$ cat config.mk
export PLATFORM = sky130hd
export DESIGN_NAME = sync_payload_capture_flat
export DESIGN_NICKNAME = d
export VERILOG_FILES = /design/src/rtl/seq_det_pkg.sv /design/src/rtl/sync_payload_capture_if.sv /design/src/rtl/sat_counter.sv /design/src/rtl/sync_payload_capture.sv /design/src/flat_wrapper.sv
export SDC_FILE = /design/constraint.sdc
export NUM_CORES = 1
export LEC_CHECK = 0
export ABC_AREA = 1
export ABC_CLOCK_PERIOD_IN_PS = 3600
export CAP_MARGIN = 20
export CORE_MARGIN = 4
export CORE_UTILIZATION = 35
export CTS_BUF_LIST = sky130_fd_sc_hd__clkbuf_8
export CTS_CLUSTER_SIZE = 20
export DETAILED_ROUTE_END_ITERATION = 10
export GPL_TIMING_DRIVEN = 0
export SETUP_SLACK_MARGIN = 0.4
export SYNTH_ARGS = -nofsm -noshare
export SYNTH_HDL_FRONTEND = slang
export SYNTH_SLANG_ARGS = --single-unit
$ cat constraint.sdc
create_clock -name clk -period 3.6 [get_ports clk]
set_clock_uncertainty 0.05 [all_clocks]
set_input_delay 0.36 -clock clk [delete_from_list [all_inputs] [get_ports clk]]
set_output_delay 0.36 -clock clk [all_outputs]
set_load 0.05 [all_outputs]
$ cat src/rtl/seq_det_pkg.sv
// Shared definitions for the 11011 sync detector family: capture FSM states,
// default widths and the sync pattern itself.
package seq_det_pkg;

  typedef enum logic {
    IDLE  = 1'b0,
    SHIFT = 1'b1
  } cap_state_t;

  localparam int PAYLOAD_W_DEF = 8;
  localparam int CNT_W_DEF     = 8;

  localparam logic [4:0] SYNC_PATTERN = 5'b11011;

endpackage

$ cat src/rtl/sync_payload_capture_if.sv
// Valid/ready output channel carrying one captured payload word.
interface sync_payload_capture_if
  import seq_det_pkg::*;
#(
  parameter int PAYLOAD_W = PAYLOAD_W_DEF
);

  logic [PAYLOAD_W-1:0] data_o;
  logic                 valid;
  logic                 ready;

  modport master (output data_o, output valid, input ready);
  modport slave  (input data_o, input valid, output ready);

endinterface

$ cat src/rtl/sat_counter.sv
// Event counter that sticks at all-ones instead of wrapping.
module sat_counter
  import seq_det_pkg::*;
#(
  parameter int W = CNT_W_DEF
) (
  input  logic         clk,
  input  logic         rst,
  input  logic         inc,
  output logic [W-1:0] cnt
);

  logic [W-1:0] cnt_reg;

  always_ff @(posedge clk or posedge rst) begin
    if (rst) begin
      cnt_reg <= '0;
    end else if (inc && (cnt_reg != '1)) begin
      cnt_reg <= cnt_reg + 1'b1;
    end
  end

  assign cnt = cnt_reg;

endmodule

$ cat src/rtl/sync_payload_capture.sv
// Captures PAYLOAD_W serial bits (MSB first) after each sync-match pulse and
// holds the word in a one-deep valid/ready output register.
module sync_payload_capture
  import seq_det_pkg::*;
#(
  parameter int PAYLOAD_W = PAYLOAD_W_DEF,
  parameter int CNT_W     = CNT_W_DEF
) (
  input  logic                      clk,
  input  logic                      rst,
  input  logic                      in,
  input  logic                      det,
  sync_payload_capture_if.master    bus,
  output logic                      busy,
  output logic [CNT_W-1:0]          frame_cnt,
  output logic [CNT_W-1:0]          drop_cnt
);

  localparam int BW = (PAYLOAD_W > 2) ? $clog2(PAYLOAD_W) : 1;
  localparam logic [BW-1:0] LAST_BIT = BW'(PAYLOAD_W - 1);

  cap_state_t           state_reg, state_next;
  logic [PAYLOAD_W-1:0] shift_reg, shift_next;
  logic [BW-1:0]        bit_cnt_reg, bit_cnt_next;
  logic [PAYLOAD_W-1:0] data_reg;
  logic                 valid_reg;
  logic                 complete;
  logic                 handshake;
  logic                 drop_inc;

  always_ff @(posedge clk or posedge rst) begin
    if (rst) begin
      state_reg   <= IDLE;
      shift_reg   <= '0;
      bit_cnt_reg <= '0;
    end else begin
      state_reg   <= state_next;
      shift_reg   <= shift_next;
      bit_cnt_reg <= bit_cnt_next;
    end
  end

  // det is only looked at in IDLE: a sync pattern inside a payload is data.
  always_comb begin
    state_next   = state_reg;
    shift_next   = shift_reg;
    bit_cnt_next = bit_cnt_reg;
    complete     = 1'b0;
    case (state_reg)
      IDLE: begin
        if (det) begin
          state_next   = SHIFT;
          bit_cnt_next = '0;
        end
      end
      SHIFT: begin
        shift_next   = PAYLOAD_W'({shift_reg, in});
        bit_cnt_next = bit_cnt_reg + 1'b1;
        if (bit_cnt_reg == LAST_BIT) begin
          complete   = 1'b1;
          state_next = IDLE;
        end
      end
      default: state_next = IDLE;
    endcase
  end

  assign handshake = valid_reg && bus.ready;
  assign drop_inc  = complete && valid_reg && !bus.ready;

  // A finishing word may replace the held one only if that one leaves this edge.
  always_ff @(posedge clk or posedge rst) begin
    if (rst) begin
      data_reg  <= '0;
      valid_reg <= 1'b0;
    end else if (complete && (!valid_reg || handshake)) begin
      data_reg  <= shift_next;
      valid_reg <= 1'b1;
    end else if (handshake) begin
      valid_reg <= 1'b0;
    end
  end

  assign bus.data_o = data_reg;
  assign bus.valid  = valid_reg;
  assign busy       = (state_reg == SHIFT);

  sat_counter #(.W(CNT_W)) u_frame_cnt (
    .clk (clk),
    .rst (rst),
    .inc (handshake),
    .cnt (frame_cnt)
  );

  sat_counter #(.W(CNT_W)) u_drop_cnt (
    .clk (clk),
    .rst (rst),
    .inc (drop_inc),
    .cnt (drop_cnt)
  );

endmodule

$ cat src/flat_wrapper.sv
// flat-port wrapper written by rule: the top's interface ports become plain ports
module sync_payload_capture_flat import seq_det_pkg::*;
#(
  parameter int PAYLOAD_W = PAYLOAD_W_DEF,
  parameter int CNT_W     = CNT_W_DEF
)
  (clk, rst, in, det, busy, frame_cnt, drop_cnt, bus_data_o, bus_valid, bus_ready);
  sync_payload_capture_if #(.PAYLOAD_W(PAYLOAD_W)) bus_i ();
  input  logic clk;
  input  logic rst;
  input  logic in;
  input  logic det;
  output logic busy;
  output logic [CNT_W-1:0] frame_cnt;
  output logic [CNT_W-1:0] drop_cnt;
  output wire logic [$bits(bus_i.data_o)-1:0] bus_data_o;
  output wire logic [$bits(bus_i.valid)-1:0] bus_valid;
  input wire logic [$bits(bus_i.ready)-1:0] bus_ready;
  assign bus_data_o = bus_i.data_o;
  assign bus_valid = bus_i.valid;
  assign bus_i.ready = bus_ready;
  sync_payload_capture #(.PAYLOAD_W(PAYLOAD_W), .CNT_W(CNT_W)) u_core (.clk(clk), .rst(rst), .in(in), .det(det), .bus(bus_i), .busy(busy), .frame_cnt(frame_cnt), .drop_cnt(drop_cnt));
endmodule
==> results of run 1 <==
## how the worst max path moves through the flow
stage                        startpoint                        to  slack [ps]
4_1_cts        u_core.u_drop_cnt.cnt[2]               drop_cnt[2]        1540
3_3_place_gp                        rst  u_core.u_drop_cnt.cnt[7]        1480
5_1_grt        u_core.u_drop_cnt.cnt[2]               drop_cnt[2]        1470
6_report       u_core.u_drop_cnt.cnt[2]               drop_cnt[2]        1570
3_5_place_dp                  bus_ready      u_core.bus.data_o[0]        1880
2_1_floorplan  u_core.u_drop_cnt.cnt[0]  u_core.u_drop_cnt.cnt[2]        1980
## cells by family after synthesis
family | after synthesis | share of synthesized area
and+or+nand+nor | 138 | 0.3461
xor gates and xnor gates | 3 | 0.01463
adders and majority gates | 4 | 0.02786
DFF | 37 | 0.5153
AOI/OAI and AO/OA | 13 | 0.04597
buffers and inverters | 23 | 0.05014
## cell usage in the layout, fill, tap and decap left out, drive strengths merged
master / count
a21oi: 1
a22o: 2
buf: 1
bufinv: 2
clkbuf: 5
clkdlybuf4s50: 30
clkinv: 1
dfrtp: 37
ha: 4
inv: 22
nand2: 102
nand3: 9
nand3b: 3
nand4: 4
nor2: 20
o21ai: 9
o21bai: 1
xnor2: 1
xor2: 2
## power by group through the flow
| stage | logic, W | registers, W | clock network (W) |
|---|---|---|---|
| floorplan | 0.000272 | 0.000875 | 0 |
| global placement | 0.000711 | 0.000645 | 0 |
| detailed placement | 0.000722 | 0.000650 | 0 |
| CTS | 0.000726 | 0.000642 | 0.000442 |
| global route | 0.000784 | 0.000659 | 0.000462 |
| finish | 0.000716 | 0.000641 | 0.000425 |
## metal layers
metal / vias up / GRT usage / wire, um
met3: 5 / 0.04289 / 117
li1: 756 / - / -
met2: 23 / 0.2095 / 1606
met1: 628 / 0.1643 / 1758
met5: - / 0 / 0
met4: 0 / 0.05155 / 62
## area by class of cell
class	count	area (um2)	area share
repair buffers	30	300.3	0.1297
clock buffers	5	68.82	0.02973
well taps	67	83.83	0.03622
multi-input cells	158	780.7	0.3373
clock inverters	3	65.06	0.02811
inverters	22	82.58	0.03568
plain buffers	1	7.507	0.003243
flip-flops and latches	37	925.9	0.4000
## metrics by stage
stage	cells	hold slack [ps]	power [W]	instance area, um2
after floorplan	218	388.4	0.001147	1797
after global placement	315	405.1	0.001356	2181
after detailed placement	315	407.4	0.001372	2181
after CTS	323	427.3	0.001810	2315
after global routing	323	443.1	0.001905	2315
final	323	422.6	0.001782	2315
==> results by group, run 1 <==
Clock network
  • Worst-path clk slew: 80 ps
  • Clock buffer depth: 2
  • CTS root buffer: clkbuf_8
  • Num Clock Sinks: 37
  • CTS hold repair buffers: 0
  • H-Tree Level Count: 2
  • CTS Buf Count: 5
  • TritonCTS clock tree: done
  • Postcts setup bufs: 0
  • Number of gates resized after cts: 0
  • Worst-Skew Late Latency: 290 ps

Synth
  • Synth unique cells: 23
  • Most frequent cell after synthesis: nand2_1
  • Synth top area cells: dfrtp_1 (52%), nand2_1 (20%), inv_1 (4.0%)
  • Share of the synthesized area in the top cell type: 0.5153
  • Post-synth EDFFs: 0
  • Top_reg_cell synth: dfrtp_1
  • Post-synthesis sequential area ratio: 0.5153
  • Ys async rst share: 1.000
  • Yosys warns: 0
  • Synthesized area: ~1800 um2
  • Cell accounting for the most synthesized area: dfrtp_1
  • Synthesized flop and latch total: 37
  • Most frequent cells after synthesis: nand2_1 (97), dfrtp_1 (37), inv_1 (19)
  • Cells after Synth: 218
  • Syn nets: 227
  • Mapped Avg Cell Area: 8.242 um2

Layout
  • Final core utilization: 0.4774
  • ANT cells: 0
  • Area Growth Syn to Fin: 28.83%
  • Layout cell share with drive strength beyond 1: 0.1055
  • Final net count: 264
  • Layout filler cell count: approximately 500

Global routing
  • Number of global-route vias before repair: 1395
  • Gr ovfl total: 0
  • First-pass GRT wire length: 6403 um
  • Tot GR Track Use: 0.1315
  • Largest net degree at the start of global routing: 38
  • Initial antenna violation count: 0

Detailed routing
  • Via count: roughly 1400
  • Drt pass-1 iters: 4
  • Wirelength per Cell: 10.98 um
  • DRT antenna net count: 0
  • 1st-iter DRT viols: 46
  • Drt drc: 0
  • Post-Route WL: 3545 um
  • Vias per cell: 4.372

Hold path
  • Min-Delay Endpoint: u_core.bus.data_o[4]
  • Hold path start: u_core.bus.data_o[4]
  • Worst hold-check path type: reg2reg
  • Hold depth: 2

Placed design
  • Hpwl dp: 2490 um
  • IO Port Bufs: 30
  • Dpl ws: 1885 ps
  • RD Place Congestion: between 0.7 and 0.8

Pwr
  • Worst VDD drop: between 0.3 and 0.4 mV
  • Power density cells: 769.7 nW/um2
  • Gate power share: 0.402
  • Reg power frac: 0.360
  • Lkg Pwr: 1.138 nW
  • Clock power frac: 0.239
  • Net Sw Frac: 0.4041
  • Net Switching: 0.0007199 W
  • Internal power: 0.001062 W

Floorplanning
  • I/O pin total: 31
  • Initial Util: 0.3706
  • # rows: 25
  • Total core area: 4848 um2
  • Die area: 6344 um2
  • Die Span Y: 79.65 um
  • Chip width: 79.65 um

STA
  • Setup TNS: 0 ps
  • Final setup fails: 0
  • Worst-Margin Slew: 767.0 ps
  • Slew Limit Headroom: 0.4879
  • Tmin final: 2034 ps
  • Post-route setup slack: 1566 ps
  • Unrepaired setup endpoints after global routing: false
  • Final hold viol count: 0
  • Fin. max-slew vios: 0
  • Final worst-path cycle share: 0.5651
  • FMAX: 0.4916 GHz

Critical path
  • Worst path cell trace: clkdlybuf4s50_1
  • Crit path max fanout: 7
  • Reg-to-reg slack, setup: 2120 ps
  • WP buf/inv: 1
  • Critical path capture point type: output port
  • Worst EP required: 3190 ps
  • CP Class: reg2out
  • Crit path depth: 1
  • Worst path slowest cell: clkdlybuf4s50_1
  • Startpoint types: register
  • CP delay by family, top: buffers and inverters
  • CP peak stage delay: 860 ps
  • Worst endpoint data arrival time: roughly 1600 ps
  • FF-to-FF End: u_core.bus.data_o[0]
  • Reg2reg start: u_core.bit_cnt_reg[0]
  • Reg2Reg Depth: 7

Run
  • Number of max-cap violations: 0

Outcome
  • Status: finished, final reports clean
Note: power is estimated with default switching activity, not from simulation.
==> run 2: changes to the inputs <==
--- a/config.mk
+++ b/config.mk
@@ -6,7 +6,7 @@
 export NUM_CORES = 1
 export LEC_CHECK = 0
 export ABC_AREA = 1
-export ABC_CLOCK_PERIOD_IN_PS = 3600
+export ABC_CLOCK_PERIOD_IN_PS = 2100
 export CAP_MARGIN = 20
 export CORE_MARGIN = 4
 export CORE_UTILIZATION = 35
==> constraint.sdc (replaced) <==
create_clock -name clk -period 2.1 [get_ports clk]
set_clock_uncertainty 0.05 [all_clocks]
set_input_delay 0.21 -clock clk [delete_from_list [all_inputs] [get_ports clk]]
set_output_delay 0.21 -clock clk [all_outputs]
set_load 0.05 [all_outputs]
==> run 2 against run 1 <==
Design area is 1.4% lower. Combinational power is 59% higher. Register-to-register slack worse by 1500 ps. Via count hardly changed. Final cell count stayed put. Clock power is 72% higher. Die area stayed put. Critical path type unchanged. Critical endpoint unchanged. Highest routed layer unchanged.
==> results by group, run 2 (same netlist as run 1, synthesis figures left out) <==
Outcome
  • Status: finished, final reports clean

Floorplanning
  • Initial Util: 0.3706 (unchanged)
  • # rows: 25 (unchanged)
  • Chip width: 79.65 um (unchanged)
  • Die Span Y: 79.65 um (unchanged)
  • Total core area: 4848 um2 (unchanged)
  • I/O pin total: 31 (unchanged)
  • Die area: 6344 um2 (unchanged)

Layout
  • ANT cells: 0 (unchanged)
  • Register area: 925.9 um2 (unchanged)
  • Area Growth Syn to Fin: 27.02%
  • Layout filler cell count: 492 (+0.61%)
  • Most frequent cells in the layout: nand2_1 (97), dfrtp_1 (37), dlygate4sd2_1 (26)
  • Final core utilization: 0.4707 (-0.006709)
  • Post-route insts no fill: 323 (unchanged)
  • Most common cell after layout, fill and taps aside: nand2_1
  • Multi-input gate area: 780.7 um2 (unchanged)
  • Final net count: 264 (unchanged)
  • Layout cell share with drive strength beyond 1: 0.1055 (unchanged)

Critical path
  • Crit path max fanout: 7 (unchanged)
  • Startpoint types: register
  • CP delay by family, top: buffers and inverters
  • Crit path depth: 1 (unchanged)
  • FF-to-FF End: u_core.bus.data_o[0]
  • CP peak stage delay: 570 ps (-290 ps)
  • Critical path capture point type: output port
  • Reg2reg start: u_core.bit_cnt_reg[0]
  • CP Class: reg2out
  • Reg2Reg Depth: 7 (unchanged)
  • Worst path slowest cell: dlygate4sd2_1
  • Worst path cell trace: dlygate4sd2_1
  • Reg-to-reg slack, setup: 620 ps (-1500 ps)
  • Worst EP required: 1840 ps (-1350 ps)
  • Worst endpoint data arrival time: 1340 ps (-280 ps)
  • WP buf/inv: 1 (unchanged)

Detailed routing
  • Drt drc: 0 (unchanged)
  • Wirelength per Cell: 10.97 um (about the same)
  • Vias per cell: 4.368 (about the same)
  • Via count: 1411 (-0.071%)
  • 1st-iter DRT viols: 45 (-2.2%)
  • DRT antenna net count: 0 (unchanged)
  • Post-Route WL: 3543 um (about the same)
  • Drt pass-1 iters: 4 (unchanged)

Placed design
  • IO Port Bufs: 30 (unchanged)
  • Dpl cells: 315 (unchanged)
  • Dpl ws: 534.8 ps (-1350 ps)
  • RD Place Congestion: 0.7798 (unchanged)
  • Hpwl dp: 2490 um (unchanged)

Global routing
  • Number of global-route vias before repair: 1395 (unchanged)
  • Gr ovfl total: 0 (unchanged)
  • Tot GR Track Use: 0.1315 (unchanged)
  • Largest net degree at the start of global routing: 38 (unchanged)
  • Initial antenna violation count: 0 (unchanged)
  • First-pass GRT wire length: 6403 um (unchanged)

Pwr
  • Clock power frac: 0.246 (+0.007)
  • Lkg Pwr: 1.221 nW (+7.2%)
  • Power density cells: 1300 nW/um2 (+69%)
  • Reg power frac: 0.369 (+0.009)
  • Gate power share: 0.386 (-0.016)
  • Net Switching: 0.001229 W (+71%)
  • Worst VDD drop: 0.5185 mV (+70%)
  • Internal power: 0.001738 W (+64%)
  • Net Sw Frac: 0.4143 (+0.01020)

STA
  • Tmin final: between 1500 and 2000 ps
  • Worst-Margin Slew: 768.1 ps (+1.061 ps)
  • Final hold viol count: 0 (unchanged)
  • Fin. max-slew vios: 0 (unchanged)
  • Final setup fails: 0 (unchanged)
  • Slew Limit Headroom: 0.4872 (-0.0007080)
  • Setup TNS: 0 ps (unchanged)
  • Post-route setup slack: 504.6 ps (-1061 ps)
  • Unrepaired setup endpoints after global routing: false
  • Final worst-path cycle share: 0.7597
  • FMAX: 0.6268 GHz
  • Hold Slack: 329.3 ps (-93.29 ps)

Clock network
  • TritonCTS clock tree: done
  • CTS root buffer: clkbuf_8
  • Worst-path clk slew: 70 ps (about the same)
  • Clock buffer depth: 2 (unchanged)
  • CTS Buf Count: 5 (unchanged)
  • CTS hold repair buffers: 0 (unchanged)
  • H-Tree Level Count: 2 (unchanged)
  • Num Clock Sinks: 37 (unchanged)
  • Worst-Skew Late Latency: 290 ps (about the same)

Run
  • Number of max-cap violations: 0 (unchanged)

Hold path
  • Worst hold-check path type: in2async
run 2: cell type report:
| cell class | count | area share |
|---|---|---|
| flip-flops and latches | 37 | 0.4057 |
| multi-input cells | 158 | 0.3421 |
| repair buffers | 30 | 0.1173 |
| well taps | 67 | 0.03673 |
| inverters | 22 | 0.03618 |
| clock buffers | 5 | 0.03015 |
| clock inverters | 3 | 0.02851 |
| plain buffers | 1 | 0.003289 |
run 2: how the worst max path moves through the flow:
stage	startpoint	end	slack (ps)
2_1_floorplan	u_core.u_drop_cnt.cnt[0]	u_core.u_drop_cnt.cnt[2]	480
3_3_place_gp	rst	u_core.u_drop_cnt.cnt[7]	130
3_5_place_dp	bus_ready	u_core.bus.data_o[0]	530
4_1_cts	u_core.u_drop_cnt.cnt[2]	drop_cnt[2]	490
5_1_grt	u_core.u_drop_cnt.cnt[2]	drop_cnt[2]	420
6_report	u_core.u_drop_cnt.cnt[2]	drop_cnt[2]	500
run 2: power by group through the flow:
stage          logic [W]  registers, W  clock network [W]
2_1_floorplan   0.000466       0.00150                  0
3_3_place_gp     0.00122       0.00111                  0
3_5_place_dp     0.00124       0.00111                  0
4_1_cts          0.00116       0.00110           0.000758
5_1_grt          0.00126       0.00113           0.000791
6_report         0.00114       0.00109           0.000729
run 2: timing repair:
item | 4_1_cts | 5_1_grt
buffers inserted | 0 | 0
setup endpoints to repair | 26 | 0
resized for setup | 26 | 0
endpoints found under the hold margin | 0 | 0
run 2: per-layer routing:
| metal | vias up | routed length (um) | GRT usage | part of all wire |
|---|---|---|---|---|
| met5 | - | 0 | 0 | 0 |
| met4 | 0 | 62 | 0.05155 | 0.017 |
| met2 | 23 | 1605 | 0.2095 | 0.45 |
| li1 | 755 | - | - | - |
| met3 | 5 | 119 | 0.04289 | 0.034 |
| met1 | 628 | 1755 | 0.1643 | 0.50 |
run 2: stage by stage:
stage / total power [W] / area, um2
final: 0.002967 / 2282
after global routing: 0.003178 / 2282
after CTS: 0.003016 / 2282
after detailed placement: 0.002352 / 2181
after global placement: 0.002325 / 2181
after floorplan: 0.001966 / 1797
